**config.mk**
```make
export PLATFORM = sky130hd
export DESIGN_NAME = cla_add_sequencer
export DESIGN_NICKNAME = d
export VERILOG_FILES = /design/src/rtl/cla_add_sequencer.sv
export SDC_FILE = /design/constraint.sdc
export NUM_CORES = 1
export LEC_CHECK = 0
export ABC_AREA = 1
export BUFFER_PORTS_ARGS = -buffer_cell sky130_fd_sc_hd__buf_2
export CORE_MARGIN = 3
export CORE_UTILIZATION = 49
export DETAILED_ROUTE_END_ITERATION = 6
export PLACE_DENSITY = 0.76
export SLEW_MARGIN = 20
export SYNTH_ARGS = -nofsm -noshare
export SYNTH_HDL_FRONTEND = slang
export SYNTH_SLANG_ARGS = --single-unit
```
**constraint.sdc**
```tcl
create_clock -name clk -period 3.9 [get_ports clk]
set_clock_uncertainty 0.05 [all_clocks]
set_input_delay 0.78 -clock clk [delete_from_list [all_inputs] [get_ports clk]]
set_output_delay 0.78 -clock clk [all_outputs]
set_load 0.01 [all_outputs]
```
**src/rtl/cla_add_sequencer.sv**
```systemverilog
// Multi-cycle wide adder/subtractor. One operand pair is accepted through a
// valid/ready handshake and summed SLICE bits per cycle using 4-bit
// lookahead-carry groups; the slice carry-out is registered between cycles.
module cla_add_sequencer #(
  parameter int unsigned WIDTH = 64,
  parameter int unsigned SLICE = 16
) (
  input  logic             clk,
  input  logic             rst,
  input  logic             in_valid,
  output logic             in_ready,
  input  logic [WIDTH-1:0] op_a,
  input  logic [WIDTH-1:0] op_b,
  input  logic             op_sub,
  output logic             out_valid,
  input  logic             out_ready,
  output logic [WIDTH-1:0] sum,
  output logic             cout,
  output logic             overflow,
  output logic             busy
);

  localparam int unsigned NSLICE = WIDTH / SLICE;
  localparam int unsigned NGROUP = SLICE / 4;
  localparam int unsigned IDXW   = (NSLICE > 1) ? $clog2(NSLICE) : 1;

  typedef logic [IDXW-1:0] idx_t;
  localparam idx_t LAST_IDX = idx_t'(NSLICE - 1);

  typedef enum logic [1:0] {
    IDLE = 2'd0,
    RUN  = 2'd1,
    DONE = 2'd2
  } state_t;

  state_t           state_q, state_d;
  logic [WIDTH-1:0] a_q, a_d;
  logic [WIDTH-1:0] b_q, b_d;
  logic [WIDTH-1:0] sum_q, sum_d;
  idx_t             idx_q, idx_d;
  logic             carry_q, carry_d;
  logic             cout_q, cout_d;
  logic             ovf_q, ovf_d;

  logic [SLICE-1:0] a_s, b_s, s_slice;
  logic             slice_co;
  logic             msb_cin;

  // Lookahead-carry slice: per-group G/P with ripple between groups.
  always_comb begin
    logic [3:0] g, p, ci;
    logic       c, gg, pp;
    a_s     = a_q[idx_q*SLICE +: SLICE];
    b_s     = b_q[idx_q*SLICE +: SLICE];
    s_slice = '0;
    msb_cin = 1'b0;
    g       = '0;
    p       = '0;
    ci      = '0;
    gg      = 1'b0;
    pp      = 1'b0;
    c       = carry_q;
    for (int unsigned grp = 0; grp < NGROUP; grp++) begin
      for (int unsigned j = 0; j < 4; j++) begin
        g[j] = a_s[grp*4 + j] & b_s[grp*4 + j];
        p[j] = a_s[grp*4 + j] ^ b_s[grp*4 + j];
      end
      ci[0] = c;
      for (int unsigned j = 0; j < 3; j++) begin
        ci[j+1] = g[j] | (p[j] & ci[j]);
      end
      for (int unsigned j = 0; j < 4; j++) begin
        s_slice[grp*4 + j] = p[j] ^ ci[j];
      end
      gg = g[3] | (p[3] & g[2]) | (p[3] & p[2] & g[1]) | (p[3] & p[2] & p[1] & g[0]);
      pp = &p;
      c  = gg | (pp & c);
      // Left holding the carry into the slice MSB after the final group.
      msb_cin = ci[3];
    end
    slice_co = c;
  end

  // Next-state and datapath update for the IDLE/RUN/DONE sequencer.
  always_comb begin
    state_d = state_q;
    a_d     = a_q;
    b_d     = b_q;
    sum_d   = sum_q;
    idx_d   = idx_q;
    carry_d = carry_q;
    cout_d  = cout_q;
    ovf_d   = ovf_q;
    unique case (state_q)
      IDLE: begin
        if (in_valid) begin
          a_d     = op_a;
          b_d     = op_b ^ {WIDTH{op_sub}};
          carry_d = op_sub;
          idx_d   = '0;
          state_d = RUN;
        end
      end
      RUN: begin
        sum_d[idx_q*SLICE +: SLICE] = s_slice;
        carry_d = slice_co;
        idx_d   = idx_q + idx_t'(1);
        if (idx_q == LAST_IDX) begin
          cout_d  = slice_co;
          ovf_d   = msb_cin ^ slice_co;
          idx_d   = '0;
          state_d = DONE;
        end
      end
      DONE: begin
        if (out_ready) state_d = IDLE;
      end
      default: state_d = IDLE;
    endcase
  end

  // State and datapath registers with synchronous reset.
  always_ff @(posedge clk) begin
    if (rst) begin
      state_q <= IDLE;
      a_q     <= '0;
      b_q     <= '0;
      sum_q   <= '0;
      idx_q   <= '0;
      carry_q <= 1'b0;
      cout_q  <= 1'b0;
      ovf_q   <= 1'b0;
    end else begin
      state_q <= state_d;
      a_q     <= a_d;
      b_q     <= b_d;
      sum_q   <= sum_d;
      idx_q   <= idx_d;
      carry_q <= carry_d;
      cout_q  <= cout_d;
      ovf_q   <= ovf_d;
    end
  end

  assign in_ready  = (state_q == IDLE);
  assign out_valid = (state_q == DONE);
  assign busy      = (state_q != IDLE);
  assign sum       = sum_q;
  assign cout      = cout_q;
  assign overflow  = ovf_q;

endmodule

```
Word level (Yosys, flattened, before mapping)
Cells that the tools add are included.
{"block": "op_classes", "n_reduce_logical": 11, "add_sub_neg": 2, "n_bitwise": 114, "shift": 4, "eq_ne": 6, "mux": 10}
{"operator": "variable part select 64 x 7 -> 16 bit", "count": 2}
{"operator": "bitwise mux 64 bit", "count": 1}
{"operator": "variable shift 16 x 34 -> 64 bit, first input constant", "count": 1}
{"operator": "variable part select 16 x 34 -> 64 bit", "count": 1}
{"operator": "XOR 64 bit", "count": 1}
{"operator": "bitwise AND 1 bit", "count": 52}
{"operator": "negation 6 -> 34 bit", "count": 1}
{"operator": "XOR 1 bit", "count": 33}
{"operator": "OR 1 bit", "count": 28}
{"operator": "AND reduction 4 bit", "count": 4}
{"operator": "two-way mux 2 bit", "count": 5}
{"operator": "one-hot mux 2 bit (3 select lines)", "count": 1}
{"operator": "AND reduction 2 bit", "count": 3}
{"operator": "== test 2 bit, second input constant", "count": 2}
{"operator": "!= test 2 bit, second input constant", "count": 2}
{"operator": "one-hot mux 2 bit (2 select lines)", "count": 1}
{"operator": "nonzero test 2 bit", "count": 2}
{"operator": "AND reduction 3 bit", "count": 1}
{"operator": "adder 2 x 1 -> 2 bit, second input constant", "count": 1}
{"operator": "== test 2 x 1 -> 1 bit, second input constant", "count": 1}
{"operator": "zero test 2 bit", "count": 1}
{"operator": "!= test 2 x 1 -> 1 bit, second input constant", "count": 1}
{"operator": "one-hot mux 1 bit (2 select lines)", "count": 1}
{"operator": "two-way mux 1 bit", "count": 1}
{"block": "word_totals", "output_inout_bits": 69, "register_bits": 199, "wordCells": 155, "inputBits": 133}

Depth between registers and ports, before layout
{"block": "depth", "ltp_word": 20, "depth_mapped": 22}

Worst setup path after synthesis
No wires, ideal clock.
{"block": "synth_path", "path_kind": "register to register", "startpoint": "register idx_q[0]", "endpoint": "register sum_q[31], in the netlist sum[31]", "period_less_slack_ns": 3.782, "stages_incl_launch_ff": 23, "required_ns": 3.779, "arrival_ns": 3.661, "path_slack_ns": 0.118, "setup_ns": 0.071, "cell_sequence": "dfxtp_1 > buf_2 > buf_1 > clkbuf_1 > nor2_1 > o22ai_1 > ha_1 > nand2_1 > nand2_1 > nand2_1 > nand2_1 > nand2_1 > nand2_1 > nand2_1 > nand2_1 > inv_1 > fa_1 > fa_1 > fa_1 > xor2_1 > nor3_1 > nand2_1 > a21oi_1"}
{"block": "synth_via", "elab_chain_len": 20}
{"item": "from (decl)", "line_no": "40", "text": "idx_t idx_q, idx_d;"}
{"item": "from (signal assigned)", "line_no": "138", "text": "idx_q <= idx_d;"}
{"item": "variable part select 64 x 7 -> 16 bit, on equally long branches", "line_no": "53, 54"}
{"item": "XOR 1 bit or bitwise AND 1 bit (tied branches)", "line_no": "66, 65"}
{"item": "bitwise AND 1 bit", "line_no": "75", "text": "gg = g[3] | (p[3] & g[2]) | (p[3] & p[2] & g[1]) | (p[3] & p[2] & p[1] & g[0]);"}
{"item": "OR 1 bit or bitwise AND 1 bit (tied branches) (2 in a row)", "line_no": "75"}
{"item": "OR 1 bit", "line_no": "75"}
{"item": "OR 1 bit", "line_no": "77", "text": "c = gg | (pp & c);"}
{"item": "bitwise AND 1 bit", "line_no": "77"}
{"item": "OR 1 bit", "line_no": "77"}
{"item": "[3 not listed]"}
{"item": "OR 1 bit", "line_no": "70", "text": "ci[j+1] = g[j] | (p[j] & ci[j]);"}
{"item": "bitwise AND 1 bit", "line_no": "70"}
{"item": "OR 1 bit", "line_no": "70"}
{"item": "bitwise AND 1 bit", "line_no": "70"}
{"item": "OR 1 bit", "line_no": "70"}
{"item": "XOR 1 bit", "line_no": "73", "text": "s_slice[grp*4 + j] = p[j] ^ ci[j];"}
{"item": "variable part select 16 x 34 -> 64 bit", "line_no": "105", "text": "sum_d[idx_q*SLICE +: SLICE] = s_slice;"}
{"item": "bitwise mux 64 bit *", "line_no": "105"}
{"item": "to (signal assigned)", "line_no": "137", "text": "sum_q <= sum_d;"}
{"item": "to (decl)", "line_no": "39", "text": "logic [WIDTH-1:0] sum_q, sum_d;"}
Mark *: on every way between the ends. The rest lies on a longest branch, timed or not.
A chain may end at the register's enable or synchronous reset.

Worst setup path after layout
{"block": "layout_path", "startpoint": "register idx_q[0]", "endpoint": "register sum_q[47], in the netlist sum[47]"}
The elaborated chain is that of the path after synthesis.

==> summary.md <==
| Metric | Value |
|---|---|
| Status | finished clean |
| CP Max Fanout | 25 |
| Pin count of the biggest net entering global routing | 87 |
| Pins Over Slew Limit | 0 |
| Commonest non-fill, non-tap cell in the layout | nor2_1 |
| Final worst-path cycle share | 0.946 |
| Antenna diodes | 0 |
| Share of the synthesized area in the top cell type | 0.426 |
| Asr flop ratio synth | 0 |
| EDFF count, synth | 0 |
| Netlist cell types | 32 |
| CP most frequent cell | nand2_1 |
| Max clock buf depth | 2 |
| Cell Chain, Critical Path | inv_6, buf_4, nand2_1, a32oi_1, ha_1, nand3_2, nor2_1, nand2_1, nand2_1, nand2_1, nand2_1, inv_1, fa_1, fa_1, fa_2, xor2_1, inv_1, nand3_1, a21oi_1 |
| Slowest CP cell | fa_1 |
| Worst Setup Start Kind | flop |
| # placed instances | 1561 |
| Initial antenna violation count | 0 |
| Max Clk Rate | around 270 MHz |
| CP arrival | 3930 ps |
| Required @ worst endpoint | 4140 ps |
| CP Buf/Inv Count | 4 |
| Hold Fails Final Rpt | 0 |
| Post-DP HPWL | just under 20 mm |
| DR pass1 iterations | 6 |
| ANT nets after route | 0 |
| CTS tree | built |
| Pleak | 0.00474 µW |
| Die ar. | 20800 µm² |
| GRT Residual Overflow | 0 |
| Seq cells post-synth | around 200 |
| Crit path max-delay family | adder cells |
| Tmin final | 3690 ps |
| Most frequent cells in the layout | 263 x nor2_1, 199 x buf_2, 197 x dfxtp_1 |
| Setup violations, final | 0 |
| All-Layer GR Usage | 0.247 |
| DRT Wirelength | 26.4 mm |
| Vias per cell | 5.44 |
| Die span in y | 144 µm |
| Ports | 202 |
| Number of global-route vias before repair | 7925 |
| Die W | 144 µm |
| Post-route insts no fill | 1596 |
| Proportion of layout cells with a drive suffix above 1 | 0.204 |
| Rows | about 50 |
| TNS Setup | 0 ps |
| First-pass GRT wire length | 40.2 mm |
| Clk sinks | 199 |
| Avg Cell Area, Syn | ~7.8 µm² |
| Syn Inst Count | roughly 1200 |
| H-tree depth | 4 |
| Worst hold slack | ~400 ps |
| Max Cap Viol | 0 |
| Maximum vdd drop | 333 µV |
| Root buf cell | clkbuf_16 |
| Mapped Area | 9350 µm² |
| Max incr delay on CP | ~400 ps |
| Worst setup EP type | flop |
| Setup CP Type | reg2reg |
| Hold Crit Class | reg2reg |
| YS warnings | 0 |
| Post-Syn Nets | between 1000 and 1500 |
| Slew @ Worst Pin | 842 ps |
| Sequential area share after synthesis | 0.426 |
| Routed vias | 8684 |
| Initial Util | 0.510 |
| Routability-driven placement congestion ratio | 0.893 |
| Total core area | 18300 µm² |
| Area growth syn-to-layout | 18.9% |
| DRC | 0 |
| Slew HR | 0.434 |
| Power per Cell Area | 451 nW/µm² |
| CTS buffer count | 17 |
| Clk Latency, worst-skew pair | 440 ps |
| Yosys top cell by area | dfxtp_1 |
| Final nets | 1521 |
| Area contributors post-synth | dfxtp_1 43%, nor2_1 11%, nand2_1 5.6% |
| I/O Buffers | 201 |
| DR WL/cell | about 17 µm |
| Primary FF master, synth | dfxtp_1 |
| CTS clk-pin slew, worst paths | roughly 70 ps |
| DR iter-0 viols | 945 |
==> Yosys cell counts, types with 2 or more instances <==
| library cell | number |
|---|---|
| nor2_1 | 263 |
| o21ai_1 | 2 |
| o22ai_1 | 10 |
| a211oi_1 | 53 |
| fa_1 | 12 |
| inv_2 | 5 |
| nor2_4 | 4 |
| buf_2 | 27 |
| nand2_1 | 140 |
| clkbuf_1 | 49 |
| inv_1 | 79 |
| xnor2_1 | 53 |
| ha_1 | 22 |
| nor3_1 | 17 |
| buf_1 | 4 |
| buf_4 | 9 |
| dfxtp_1 | 199 |
| a21oi_1 | 70 |
| a32oi_1 | 33 |
| nand3_1 | 10 |
| o21ai_0 | 95 |
| a22oi_1 | 23 |
| xor2_1 | 15 |
==> registers in the layout, summed over array words and instances (netlist names) <==
register and count:
a_q 64, b_q 64, carry_q 1, cout 1, idx_q 2, overflow 1
state_q 2, sum 64
==> stage by stage <==
stage                      util  total power (µW)  setup slack (ps)  cell area, µm²
after detailed placement  0.569              3310              42.7           10400
after global placement    0.569              3290               165           10400
after floorplan               -              2950               118            9350
after CTS                 0.600              4960              20.8           11000
after global routing      0.607              5230             -33.2           11100
final                     0.607              5010               209           11100
==> report_power, final <==
part / switching (µW) / internal (µW)
Combinational: 675 / 396
Clock: 776 / 906
Sequential: 91.7 / 2170
==> worst min-delay path: stages, from the launching register on <==
cell	delay (ps)
dfxtp_1	300
inv_1	60
a21oi_1	50
==> layer usage <==
metal | vias up | track usage | share of wire | wire [µm]
li1 | 4273 | - | - | -
met1 | 3973 | 0.322 | 0.43 | 11300
met2 | 373 | 0.396 | 0.46 | 12000
met3 | 65 | 0.0668 | 0.086 | 2260
met4 | 0 | 0.0893 | 0.028 | 749
met5 | - | 0 | 0 | 0
==> layout make-up <==
| class | instances | area [µm²] |
|---|---|---|
| inverter | 84 | 323 |
| multi-input combinational | 830 | 4710 |
| tap | 229 | 287 |
| fill | 1649 | 7210 |
| timing repair buffer | 222 | 1250 |
| sequential | 199 | 3990 |
| clock buffer | 23 | 498 |
| clock inverter | 9 | 65.1 |
==> logic make-up after synthesis <==
family	after synthesis	synth area share
compound gates	290	0.191
simple gates	438	0.186
flops	199	0.426
buf+inv	174	0.0779
xor+xnor	68	0.0637
fa+ha+maj	34	0.0551
==> final timing paths <==
kind	start	to	slack, ps	depth (start not counted)
max	idx_q[0]$_SDFFE_PP0P_	sum[47]$_SDFFE_PP0P_	210	19
min	b_q[9]$_SDFFE_PP0P_	b_q[9]$_SDFFE_PP0P_	410	2
max reg2reg	idx_q[0]$_SDFFE_PP0P_	sum[47]$_SDFFE_PP0P_	210	19
min reg2reg	b_q[9]$_SDFFE_PP0P_	b_q[9]$_SDFFE_PP0P_	410	2
==> timing repair <==
| action | in CTS | in global routing |
|---|---|---|
| endpoints found under the setup margin | 0 | 24 |
| resized for setup | 0 | 21 |
| hold buffers | 0 | 0 |
| buffers inserted | 0 | 1 |
No activity file was read; power rests on OpenSTA's default activity.
